[config.mk]
export PLATFORM = sky130hd
export DESIGN_NAME = fir_tail_flusher
export DESIGN_NICKNAME = d
export VERILOG_FILES = /design/src/rtl/fir_tail_flusher.sv
export SDC_FILE = /design/constraint.sdc
export NUM_CORES = 1
export LEC_CHECK = 0
export ABC_AREA = 1
export CAP_MARGIN = 20
export CORE_MARGIN = 2
export CORE_UTILIZATION = 49
export CTS_CLUSTER_SIZE = 28
export DETAILED_ROUTE_END_ITERATION = 8
export HOLD_SLACK_MARGIN = 0.02
export PLACE_DENSITY = 0.85
export SYNTH_ARGS = -nofsm -noshare
export SYNTH_HDL_FRONTEND = slang
export SYNTH_SLANG_ARGS = --single-unit
[constraint.sdc]
create_clock -name clock -period 3.3 [get_ports clock]
set_input_delay 0.495 -clock clock [delete_from_list [all_inputs] [get_ports clock]]
set_output_delay 0.495 -clock clock [all_outputs]
set_load 0.01 [all_outputs]
[src/rtl/fir_tail_flusher.sv]
// Upstream AXI-stream stage for the polyphase interpolator: passes samples through and
// appends FLUSH_LENGTH zero samples after each frame, moving tlast onto the final zero.
module fir_tail_flusher #(
  parameter int DATA_WIDTH   = 16,
  parameter int FLUSH_LENGTH = 4,
  parameter int COUNT_WIDTH  = 16
) (
  input  logic                   clock,
  input  logic                   reset,
  input  logic [DATA_WIDTH-1:0]  data_in_tdata,
  input  logic                   data_in_tvalid,
  input  logic                   data_in_tlast,
  output logic                   data_in_tready,
  output logic [DATA_WIDTH-1:0]  data_out_tdata,
  output logic                   data_out_tvalid,
  output logic                   data_out_tlast,
  input  logic                   data_out_tready,
  output logic                   flushing,
  output logic [COUNT_WIDTH-1:0] frame_count
);

  localparam int CNT_W = (FLUSH_LENGTH > 0) ? $clog2(FLUSH_LENGTH + 1) : 1;
  localparam logic [CNT_W-1:0] FLUSH_INIT = CNT_W'(FLUSH_LENGTH);
  localparam logic [CNT_W-1:0] CNT_ONE    = CNT_W'(1);

  typedef enum logic {
    S_PASS  = 1'b0,
    S_FLUSH = 1'b1
  } state_t;

  state_t                  state_q, state_d;
  logic [CNT_W-1:0]        cnt_q, cnt_d;
  logic [DATA_WIDTH-1:0]   tdata_q, tdata_d;
  logic                    tlast_q, tlast_d;
  logic                    tvalid_q, tvalid_d;
  logic [COUNT_WIDTH-1:0]  frame_q, frame_d;
  logic                    slot_free;
  logic                    in_ready;

  always_comb begin
    state_d   = state_q;
    cnt_d     = cnt_q;
    tdata_d   = tdata_q;
    tlast_d   = tlast_q;
    tvalid_d  = tvalid_q;
    frame_d   = frame_q;
    in_ready  = 1'b0;
    slot_free = !tvalid_q || data_out_tready;

    // The current beat leaves this cycle; a new load below overrides the clear.
    if (tvalid_q && data_out_tready) begin
      tvalid_d = 1'b0;
      if (tlast_q) begin
        frame_d = frame_q + COUNT_WIDTH'(1);
      end
    end

    case (state_q)
      S_PASS: begin
        in_ready = slot_free;
        if (data_in_tvalid && slot_free) begin
          tdata_d  = data_in_tdata;
          tvalid_d = 1'b1;
          tlast_d  = 1'b0;
          if (data_in_tlast) begin
            if (FLUSH_LENGTH > 0) begin
              state_d = S_FLUSH;
              cnt_d   = FLUSH_INIT;
            end else begin
              tlast_d = 1'b1;
            end
          end
        end
      end
      S_FLUSH: begin
        if (slot_free) begin
          tdata_d  = '0;
          tvalid_d = 1'b1;
          tlast_d  = (cnt_q == CNT_ONE);
          cnt_d    = cnt_q - CNT_ONE;
          if (cnt_q == CNT_ONE) begin
            state_d = S_PASS;
          end
        end
      end
      default: state_d = S_PASS;
    endcase
  end

  always_ff @(posedge clock or posedge reset) begin
    if (reset) begin
      state_q  <= S_PASS;
      cnt_q    <= '0;
      tdata_q  <= '0;
      tlast_q  <= 1'b0;
      tvalid_q <= 1'b0;
      frame_q  <= '0;
    end else begin
      state_q  <= state_d;
      cnt_q    <= cnt_d;
      tdata_q  <= tdata_d;
      tlast_q  <= tlast_d;
      tvalid_q <= tvalid_d;
      frame_q  <= frame_d;
    end
  end

  assign data_in_tready  = in_ready;
  assign data_out_tdata  = tdata_q;
  assign data_out_tvalid = tvalid_q;
  assign data_out_tlast  = tlast_q;
  assign flushing        = (state_q == S_FLUSH);
  assign frame_count     = frame_q;

endmodule
==> impl_metrics.toml <==
[routing]
drtAntennaViolNets = 0
drc = 0
detail_route.first_pass.iterations = 4
num_vias = 1502
drt-initial-drc-count = 65
via_per_inst = 4.86
drt-total-wl_um = 3630
wl_per_cell_um = 11.7

[global_route]
grt_overflow = 0
antenna_found_initial = 0
grtUsageTotal_pct = 20.6
grt_pass1_vias = 1518
grt_first_pass_wirelength_um = 6510
grt_max_degree = 39

[clock_tree]
clk_latency_ns = 0.35
clk_pin_slew_ns = 0.12
cts_tree = "done"
cts_buffer_depth = 2
cts_buffers = 5
clock_tree.root_cell = "clkbuf_4"
cts-htree-levels = 2
cts_setup_buffers = 0
postCtsHoldBufs = 0
cts-resized-gates = 0
clock_sinks = 38

[cells_and_area]
ff_latch_area_um2 = 951
drive_above_1_share_pct = 7.22
area_delta_synth_final_pct = 39.8
fill_cells = 278
diodes = 0
multi_input_area_um2 = 698
instances_no_fill = 309
final_cell_area_um2 = 2430
final_nets = 286

[timing]
finalMaxSlewViolations = 0
period_needed_ns = 2.26
slew-limit-headroom_pct = 69.7
setup_viol = 0
finClkSkew_ns = 0.00912
worstMarginPinSlew_ns = 0.454
rsz0062_at_grt = "false"
layout_worst_path_cycle_share_pct = 68.6
hold_viol = 0
max_freq_ghz = 0.442
whs_ns = 0.498
finalSetupTns_ns = 0

[yosys]
synth_top_area_share_pct = 54.6
syn-instance-count = 201
syn_nets = 225
synth.avg_cell_area_um2 = 8.66
synth_most_common_cell = "nand2_1"
ys.flop_type = "dfrtp_1"
synth_cell_type_count = 23
yosys_warnings = 0
synthArstFlopShare_pct = 100
ys_seq_elements = 38
synth_common_cells = "67 x nand2_1, 38 x dfrtp_1, 19 x o21ai_0"
yosys.area.top_type = "dfrtp_1"
ys_seq_area_share_pct = 54.6
synth_area_um2 = 1740
yosys-top-cells-area = "dfrtp_1 55%, nand2_1 14%, o21ai_0 5.5%"
synth_edf_count = 0

[critical_path]
end_kind = "output port"
cp_max_fo = 3
crit_arrival_ns = 1.77
path_class = "in -> out"
startpoint_type = "input pin"
required_ns = 2.80

[place]
dp_hpwl_um = 2690
dpl_cell_area_um2 = 2350
dp.cells = 301
place_congestion = 0.874
numPortBuffers = 56

[status]
status = "complete, no violations"

[floorplan]
die_w_um = 63.6
die_h_um = 63.6
start_util_pct = 51.7
fp.dieArea_um2 = 4040
core_area_um2 = 3360
ios = 57
std_cell_rows = 21

[run]
max_cap_viol_count = 0

[power_and_ir_drop]
power_mw = 1.54
ir_worst_vdd_mv = 0.440
p_leak_nw = 1.05
power_density_nw_per_um2 = 634

[worst_hold_path]
holdCritPathClass = "reg -> reg"
[layout by cell type, fill, tap and decap left out, types with 2 or more instances in the layout]
master and instances:
inv_1 17, nand3_1 9, ha_1 3, nor2_2 2, nand4_1 5, clkdlybuf4s50_1 56
dfrtp_1 38, nand2_1 67, xnor2_1 4, nor2_4 3, nor2_1 14, clkbuf_4 5
clkinvlp_4 2, o21ai_0 19, a21oi_1 5, xor2_1 4, buf_4 2
[report_power, final]
group / internal, mW / total [mW] / switching [mW]
Sequential: 0.580 / 0.675 / 0.0950
Combinational: 0.277 / 0.546 / 0.268
Clock: 0.159 / 0.321 / 0.162
Total: 1.02 / 1.54 / 0.526
[stage by stage]
stage,setup WS (ns),util (%)
after floorplan,1.94,-
after global placement,1.06,69.9
after detailed placement,1.04,69.9
after CTS,1.04,72.3
after global routing,0.961,72.3
final,1.04,72.3
[cell families (layout without fill, tap and decap cells)]
| kind of cell | Yosys count | in the layout | share of synthesized area, % |
|---|---|---|---|
| AO/OA/AOI/OAI | 27 | 27 | 8.05 |
| XOR/XNOR | 8 | 8 | 4.03 |
| adder cells (fa/ha/maj) | 3 | 3 | 2.16 |
| buffers and inverters | 22 | 84 | 5.25 |
| flip-flops | 38 | 38 | 54.6 |
| AND/OR/NAND/NOR | 103 | 103 | 25.9 |
[per-layer routing]
| layer | wire [µm] | GRT usage [%] | part of all wire (%) |
|---|---|---|---|
| met3 | 280 | 8.39 | 7.7 |
| met1 | 1490 | 23.3 | 41 |
| met4 | 49 | 6.52 | 1.3 |
| met2 | 1810 | 35.4 | 50 |
| met5 | 0 | 0 | 0 |
[final cells by class]
type                            instances  area share [%]
Clock buffer                            5            1.54
Clock inverter                          3            1.85
Inverter                               18            2.78
Multi-Input combinational cell        141            28.7
Sequential cell                        38            39.1
Tap cell                               46            2.37
Timing Repair Buffer                   58            23.7
[flip-flops by register name, summed over array words and instances (netlist names)]
register         cells
cnt_q                3
data_out_tdata      16
data_out_tlast       1
data_out_tvalid      1
flushing             1
frame_count         16
[worst paths after layout]
check | from | to | slack (ns) | cells past startpoint
min reg2reg | data_out_tdata[4]$_DFFE_PP0P_ | data_out_tdata[4]$_DFFE_PP0P_ | 0.50 | 2
max reg2reg | frame_count[1]$_DFFE_PP0P_ | frame_count[12]$_DFFE_PP0P_ | 1.99 | 7
max | data_out_tready | data_in_tready | 1.04 | 4
max in group asynchronous | reset | data_out_tdata[15]$_DFFE_PP0P_ | 2.45 | 3
min in group asynchronous | reset | data_out_tdata[4]$_DFFE_PP0P_ | 0.52 | 3
min | data_out_tdata[4]$_DFFE_PP0P_ | data_out_tdata[4]$_DFFE_PP0P_ | 0.50 | 2
[worst max-delay path, cell delays in order]
cell,delay [ns]
clkdlybuf4s50_1,0.49
inv_1,0.10
a21oi_1,0.13
clkdlybuf4s50_1,0.55
No activity file was read; power rests on OpenSTA's default activity.
